File: config.mk
export PLATFORM = sky130hd
export DESIGN_NAME = regfile_multiport_flat
export DESIGN_NICKNAME = d
export VERILOG_FILES = /design/src/rtl/regfile_pkg.sv /design/src/rtl/regfile_multiport_if.sv /design/src/rtl/regfile_read_port.sv /design/src/rtl/regfile_multiport.sv /design/src/flat_wrapper.sv
export SDC_FILE = /design/constraint.sdc
export NUM_CORES = 2
export LEC_CHECK = 0
export BUFFER_PORTS_ARGS = -buffer_cell sky130_fd_sc_hd__buf_2
export CAP_MARGIN = 30
export CORE_MARGIN = 1.5
export CORE_UTILIZATION = 55
export DETAILED_ROUTE_END_ITERATION = 6
export HOLD_SLACK_MARGIN = 0.12
export PLACE_DENSITY = 0.82
export SKIP_CTS_REPAIR_TIMING = 1
export SLEW_MARGIN = 10
export SYNTH_ARGS = -nofsm -noshare
export SYNTH_HDL_FRONTEND = slang
export SYNTH_SLANG_ARGS = --single-unit
File: constraint.sdc
create_clock -name CLK -period 6.2 [get_ports CLK]
set_input_delay 1.24 -clock CLK [delete_from_list [all_inputs] [get_ports CLK]]
set_output_delay 1.24 -clock CLK [all_outputs]
set_load 0.05 [all_outputs]
File: src/rtl/regfile_pkg.sv
// Shared constants and helpers for the multiport register file.
package regfile_pkg;

    localparam int unsigned RF_DATA_W   = 32;
    localparam int unsigned RF_DEPTH    = 32;
    localparam int unsigned RF_NUM_READ = 2;
    localparam int unsigned RF_ADDR_W   = $clog2(RF_DEPTH);

    // Address width for a register file of the given depth.
    function automatic int unsigned rf_addr_w(input int unsigned depth);
        return $clog2(depth);
    endfunction

endpackage

File: src/rtl/regfile_multiport_if.sv
// Decode/writeback side of the register file: read ports, write port, reservations.
interface regfile_multiport_if
    import regfile_pkg::*;
#(
    parameter int unsigned DATA_W   = RF_DATA_W,
    parameter int unsigned ADDR_W   = RF_ADDR_W,
    parameter int unsigned NUM_READ = RF_NUM_READ
);

    logic [NUM_READ*ADDR_W-1:0] ReadAddress;
    logic [NUM_READ*DATA_W-1:0] ReadData;
    logic [NUM_READ-1:0]        ReadBusy;
    logic                       WriteEn;
    logic [ADDR_W-1:0]          WriteAddress;
    logic [DATA_W-1:0]          WriteData;
    logic                       ReserveEn;
    logic [ADDR_W-1:0]          ReserveAddress;

    modport master (
        output ReadAddress, WriteEn, WriteAddress, WriteData, ReserveEn, ReserveAddress,
        input  ReadData, ReadBusy
    );

    modport slave (
        input  ReadAddress, WriteEn, WriteAddress, WriteData, ReserveEn, ReserveAddress,
        output ReadData, ReadBusy
    );

endinterface

File: src/rtl/regfile_read_port.sv
// One registered read port: masks the hardwired-zero register and flops data/busy.
module regfile_read_port #(
    parameter int unsigned DATA_W = 32
) (
    input  logic              i_clk,
    input  logic              i_rst,
    input  logic              i_mask,
    input  logic [DATA_W-1:0] i_data,
    input  logic              i_busy,
    output logic [DATA_W-1:0] o_data,
    output logic              o_busy
);

    always_ff @(posedge i_clk) begin
        if (i_rst) begin
            o_data <= '0;
            o_busy <= 1'b0;
        end else if (i_mask) begin
            o_data <= '0;
            o_busy <= 1'b0;
        end else begin
            o_data <= i_data;
            o_busy <= i_busy;
        end
    end

endmodule

File: src/rtl/regfile_multiport.sv
// Parametrised register file with write-first bypass and a pending-write scoreboard.
module regfile_multiport
    import regfile_pkg::*;
#(
    parameter int unsigned DATA_W   = RF_DATA_W,
    parameter int unsigned DEPTH    = RF_DEPTH,
    parameter int unsigned ADDR_W   = rf_addr_w(DEPTH),
    parameter int unsigned NUM_READ = RF_NUM_READ,
    parameter bit          ZERO_REG = 1'b1
) (
    input  logic                CLK,
    input  logic                RST,
    regfile_multiport_if.slave  bus
);

    logic [DATA_W-1:0]          r_regs [DEPTH];
    logic [DEPTH-1:0]           r_busy;
    logic                       w_wr_ok;
    logic                       w_rs_ok;
    logic [NUM_READ*DATA_W-1:0] w_rdata;
    logic [NUM_READ-1:0]        w_rbusy;

    // Register 0 swallows writes and reservations when hardwired to zero.
    assign w_wr_ok = bus.WriteEn   && !(ZERO_REG && (bus.WriteAddress   == '0));
    assign w_rs_ok = bus.ReserveEn && !(ZERO_REG && (bus.ReserveAddress == '0));

    // Reservation is applied after the write so a same-edge reserve leaves busy set.
    always_ff @(posedge CLK) begin
        if (RST) begin
            for (int unsigned i = 0; i < DEPTH; i++) begin
                r_regs[i] <= '0;
            end
            r_busy <= '0;
        end else begin
            if (w_wr_ok) begin
                r_regs[bus.WriteAddress] <= bus.WriteData;
                r_busy[bus.WriteAddress] <= 1'b0;
            end
            if (w_rs_ok) begin
                r_busy[bus.ReserveAddress] <= 1'b1;
            end
        end
    end

    for (genvar p = 0; p < NUM_READ; p++) begin : g_rd
        logic [ADDR_W-1:0] w_addr;
        logic              w_wr_hit;
        logic              w_rs_hit;
        logic [DATA_W-1:0] w_data;
        logic              w_busy;
        logic              w_mask;

        assign w_addr   = bus.ReadAddress[p*ADDR_W +: ADDR_W];
        assign w_wr_hit = w_wr_ok && (bus.WriteAddress   == w_addr);
        assign w_rs_hit = w_rs_ok && (bus.ReserveAddress == w_addr);
        // Post-update view of the addressed register for this edge.
        assign w_data   = w_wr_hit ? bus.WriteData : r_regs[w_addr];
        assign w_busy   = w_rs_hit | (~w_wr_hit & r_busy[w_addr]);
        assign w_mask   = ZERO_REG && (w_addr == '0);

        regfile_read_port #(
            .DATA_W (DATA_W)
        ) u_port (
            .i_clk  (CLK),
            .i_rst  (RST),
            .i_mask (w_mask),
            .i_data (w_data),
            .i_busy (w_busy),
            .o_data (w_rdata[p*DATA_W +: DATA_W]),
            .o_busy (w_rbusy[p])
        );
    end

    assign bus.ReadData = w_rdata;
    assign bus.ReadBusy = w_rbusy;

endmodule

File: src/flat_wrapper.sv
// flat-port wrapper written by rule: the top's interface ports become plain ports
module regfile_multiport_flat import regfile_pkg::*;
#(
    parameter int unsigned DATA_W   = RF_DATA_W,
    parameter int unsigned DEPTH    = RF_DEPTH,
    parameter int unsigned ADDR_W   = rf_addr_w(DEPTH),
    parameter int unsigned NUM_READ = RF_NUM_READ,
    parameter bit          ZERO_REG = 1'b1
)
  (CLK, RST, bus_ReadAddress, bus_WriteEn, bus_WriteAddress, bus_WriteData, bus_ReserveEn, bus_ReserveAddress, bus_ReadData, bus_ReadBusy);
  regfile_multiport_if #(.DATA_W(DATA_W), .ADDR_W(ADDR_W), .NUM_READ(NUM_READ)) bus_i ();
  input  logic CLK;
  input  logic RST;
  input wire logic [$bits(bus_i.ReadAddress)-1:0] bus_ReadAddress;
  input wire logic [$bits(bus_i.WriteEn)-1:0] bus_WriteEn;
  input wire logic [$bits(bus_i.WriteAddress)-1:0] bus_WriteAddress;
  input wire logic [$bits(bus_i.WriteData)-1:0] bus_WriteData;
  input wire logic [$bits(bus_i.ReserveEn)-1:0] bus_ReserveEn;
  input wire logic [$bits(bus_i.ReserveAddress)-1:0] bus_ReserveAddress;
  output wire logic [$bits(bus_i.ReadData)-1:0] bus_ReadData;
  output wire logic [$bits(bus_i.ReadBusy)-1:0] bus_ReadBusy;
  assign bus_i.ReadAddress = bus_ReadAddress;
  assign bus_i.WriteEn = bus_WriteEn;
  assign bus_i.WriteAddress = bus_WriteAddress;
  assign bus_i.WriteData = bus_WriteData;
  assign bus_i.ReserveEn = bus_ReserveEn;
  assign bus_i.ReserveAddress = bus_ReserveAddress;
  assign bus_ReadData = bus_i.ReadData;
  assign bus_ReadBusy = bus_i.ReadBusy;
  regfile_multiport #(.DATA_W(DATA_W), .DEPTH(DEPTH), .ADDR_W(ADDR_W), .NUM_READ(NUM_READ), .ZERO_REG(ZERO_REG)) u_core (.CLK(CLK), .RST(RST), .bus(bus_i));
endmodule
==> impl_metrics.csv <==
group,metric,value,unit
yosys,synth-simple-area-share,0.121,
layout,drive_gt1_frac,0.307,
yosys,yosys_register_bits,1122,
sta,setup_tns,0,ns
yosys,synth.avg_cell_area,15.9,um^2
grt,grt-ovfl-total,0,
drt,drtAntennaViolNets,0,
sta,hold_ws,0.488,ns
yosys,yosysSeqAreaShare,0.565,
layout,finalNonFillerCells,5127,
layout,final_area,64400,um^2
power_and_ir_drop,power_density,283,nW/um^2
setup_path,path_cells,"buf_2, or2_1, o21ai_2, buf_4, or3_1, nor2_4, buf_12, and2_1",
yosys,synth_top_family_by_area,"multiplexers",
clocking,clock_sinks,1122,
sta,hold_viol,0,
layout,area_delta_synth_final,11.3,%
floorplanning,start_util,0.557,
layout,multiInputGateArea,24000,um^2
drt,drt_pass1_iterations,7,
setup_path,crit_arrival,4.64,ns
layout,regArea,32700,um^2
place,portBuffers,121,
sta,slew_violations,0,
yosys,ys_types,50,
power_and_ir_drop,p_leak,21.8,nW
drt,drc,0,
yosys,synth_compound_area_frac,0.0238,
setup_path,cp.required,6.77,ns
clocking,cts_inserted_buffers,111,
grt,antenna_found_initial,22,
yosys,ys_warn_count,0,
run,max_cap_viol_count,0,
clocking,clk_latency,0.72,ns
grt,grt_max_degree,143,
power_and_ir_drop,swShare,0.255,
power_and_ir_drop,p_comb_frac,0.128,
layout,layout_common_cells,"edfxtp_1 (1024), and2_1 (995), mux4_2 (648), clkbuf_16 (114), buf_2 (112)",
clocking,clkTransAtPathRegs,0.06,ns
power_and_ir_drop,seq_power_share,0.491,
setup_path,cp_max_fo,19,
power_and_ir_drop,clkPwrFrac,0.381,
yosys,synthAdderAreaFrac,0,
drt,wire_per_inst,36.9,um
floorplanning,core-area,104000,um^2
setup_path,critPathKind,"input pin to flip-flop",
floorplanning,die_h,327,um
drt,vias,37800,
yosys,synth_mux_area_frac,0.255,
layout,nFillCells,7102,
layout,nets,3693,
yosys,synth_xor_area_frac,0.00303,
floorplanning,fp.dieW,327,um
place,dp_hpwl,111,mm
sta,setup_viol,0,
grt,grtUsageTotal,0.354,
worst_hold_path,min_path_type,"flip-flop to flip-flop",
sta,fin_worst_skew,0.0262,ns
grt,grt_pass1_wl,267,mm
power_and_ir_drop,p_switching,4.65,mW
place,numPlacedInstances,4901,
sta,slew_headroom,0.248,
setup_path,worst_path_max_delay_cell,"nor2_4",
setup_path,start_kind,"input pin",
grt,grt_pass1_vias,37100,
drt,via_per_inst,7.38,
clocking,clock-root-buffer,"clkbuf_16",
floorplanning,die_area,107000,um^2
drt,drt_iter0_drc,7738,
clocking,tritoncts,"built",
yosys,synthArstFlopShare,0,
place,place_area,60600,um^2
floorplanning,io_pins,122,
sta,period_needed,4.07,ns
setup_path,worstSetupEndpointType,"flip-flop",
status,status,"completed",
layout,final_common_cell,"edfxtp_1",
yosys,synthFlopType,"edfxtp_1",
power_and_ir_drop,p_int,13.6,mW
drt,wl,189,mm
sta,fmax,0.246,GHz
setup_path,slowest_delay,0.75,ns
yosys,netlist_area,57900,um^2
yosys,postSynthCellCount,3633,
sta,worstMarginPinSlew,1.13,ns
power_and_ir_drop,design_power_total,18.2,mW
yosys,synth_edf_count,1024,
place,place.gp.congestion,0.927,
floorplanning,rows,118,
clocking,clockBufferDepth,3,
sta,rsz0062_at_grt,"no",
power_and_ir_drop,vdd_drop_max,0.318,mV
sta,min_period_over_period,0.656,
clocking,htreeDepth,3,
registers in the layout, indices dropped and copies added (netlist names):
register and flops:
u_core.r_regs 1024, u_core.g_rd.u_port.o_data 64, u_core.r_busy 32, u_core.g_rd.u_port.o_busy 2
per-stage QoR:
stage          worst slack (ns)   util
6_report                   2.13  0.620
5_1_grt                    2.09  0.620
4_1_cts                    2.29  0.619
3_5_place_dp               1.59  0.583
3_3_place_gp               1.72  0.580
2_1_floorplan              1.23      -
area by class of cell:
class,count,share of cell area
Inverter,54,0.00315
Timing Repair Buffer,250,0.0321
Multi-Input combinational cell,2098,0.372
Tap cell,1380,0.0268
Clock buffer,163,0.0499
Antenna cell,16,0.000621
Sequential cell,1122,0.508
Clock inverter,44,0.00769
routing by layer:
layer  up-vias  wire, um  global-route usage  share of wire
met2      4079     81800               0.507           0.43
li1      14000         -                   -              -
met3       784     35100               0.145           0.19
met4        14     11100               0.180          0.059
met5         -       141             0.00133        0.00075
met1     18900     60800               0.468           0.32
Yosys cell counts, drive strengths merged (2+ instances only):
| library cell | n | area share |
|---|---|---|
| a21o | 5 | 0.00065 |
| a21oi | 21 | 0.0019 |
| a221oi | 8 | 0.0012 |
| a22oi | 4 | 0.00052 |
| a32o | 2 | 0.00035 |
| a41o | 3 | 0.00052 |
| and2 | 995 | 0.11 |
| and3 | 3 | 0.00032 |
| buf | 106 | 0.010 |
| clkbuf | 284 | 0.018 |
| clkinv | 19 | 0.0012 |
| dfxtp | 98 | 0.034 |
| edfxtp | 1024 | 0.53 |
| inv | 35 | 0.0023 |
| mux2i | 16 | 0.0028 |
| mux4 | 648 | 0.25 |
| nand2 | 34 | 0.0022 |
| nand2b | 2 | 0.00022 |
| nand3 | 9 | 0.00078 |
| nand3b | 4 | 0.00052 |
| nand4 | 2 | 0.00022 |
| nand4b | 3 | 0.00045 |
| nor2 | 88 | 0.0057 |
| nor2b | 5 | 0.00054 |
| nor3 | 12 | 0.0010 |
| nor4 | 2 | 0.00022 |
| nor4bb | 2 | 0.00035 |
| o211ai | 5 | 0.00089 |
| o21ai | 62 | 0.0054 |
| o221ai | 19 | 0.0029 |
| o22ai | 64 | 0.0069 |
| o31ai | 16 | 0.0022 |
| or2 | 2 | 0.00022 |
| or3 | 6 | 0.00065 |
| xnor2 | 16 | 0.0024 |
| xor2 | 4 | 0.00061 |
final timing paths:
check	start	end	slack, ns	cells past startpoint
setup / recovery	bus_WriteAddress[1]	u_core.r_regs[10][6]	2.13	8
hold / removal	u_core.r_busy[0]	u_core.r_busy[0]	0.49	1
setup reg to reg	u_core.r_regs[2][12]	u_core.g_rd[0].u_port.o_data[12]	4.03	4
hold reg to reg	u_core.r_busy[0]	u_core.r_busy[0]	0.49	1
logic make-up (layout without fill, tap and decap cells):
kind of cell,Yosys count,in the layout
simple gates,1171,1171
flops,1122,1122
mux,664,664
buf+inv,444,511
compound gates,211,211
xor+xnor,20,20
other cells,1,48
power by group through the flow:
stage / Combinational (mW) / Sequential [mW] / Clock [mW]
after detailed placement: 2.25 / 9.08 / 0
after global placement: 2.21 / 9.03 / 0
after CTS: 2.26 / 8.93 / 6.93
after global routing: 2.37 / 8.97 / 7.19
final: 2.34 / 8.94 / 6.95
after floorplan: 1.36 / 9.16 / 0
critical path: cells and delay by family:
family,cells,cell delay [ns]
buffers and inverters,3,0.75
and+or+nand+nor,4,2.21
AOI/OAI and AO/OA,1,0.39
Note: power is estimated with default switching activity, not from simulation.
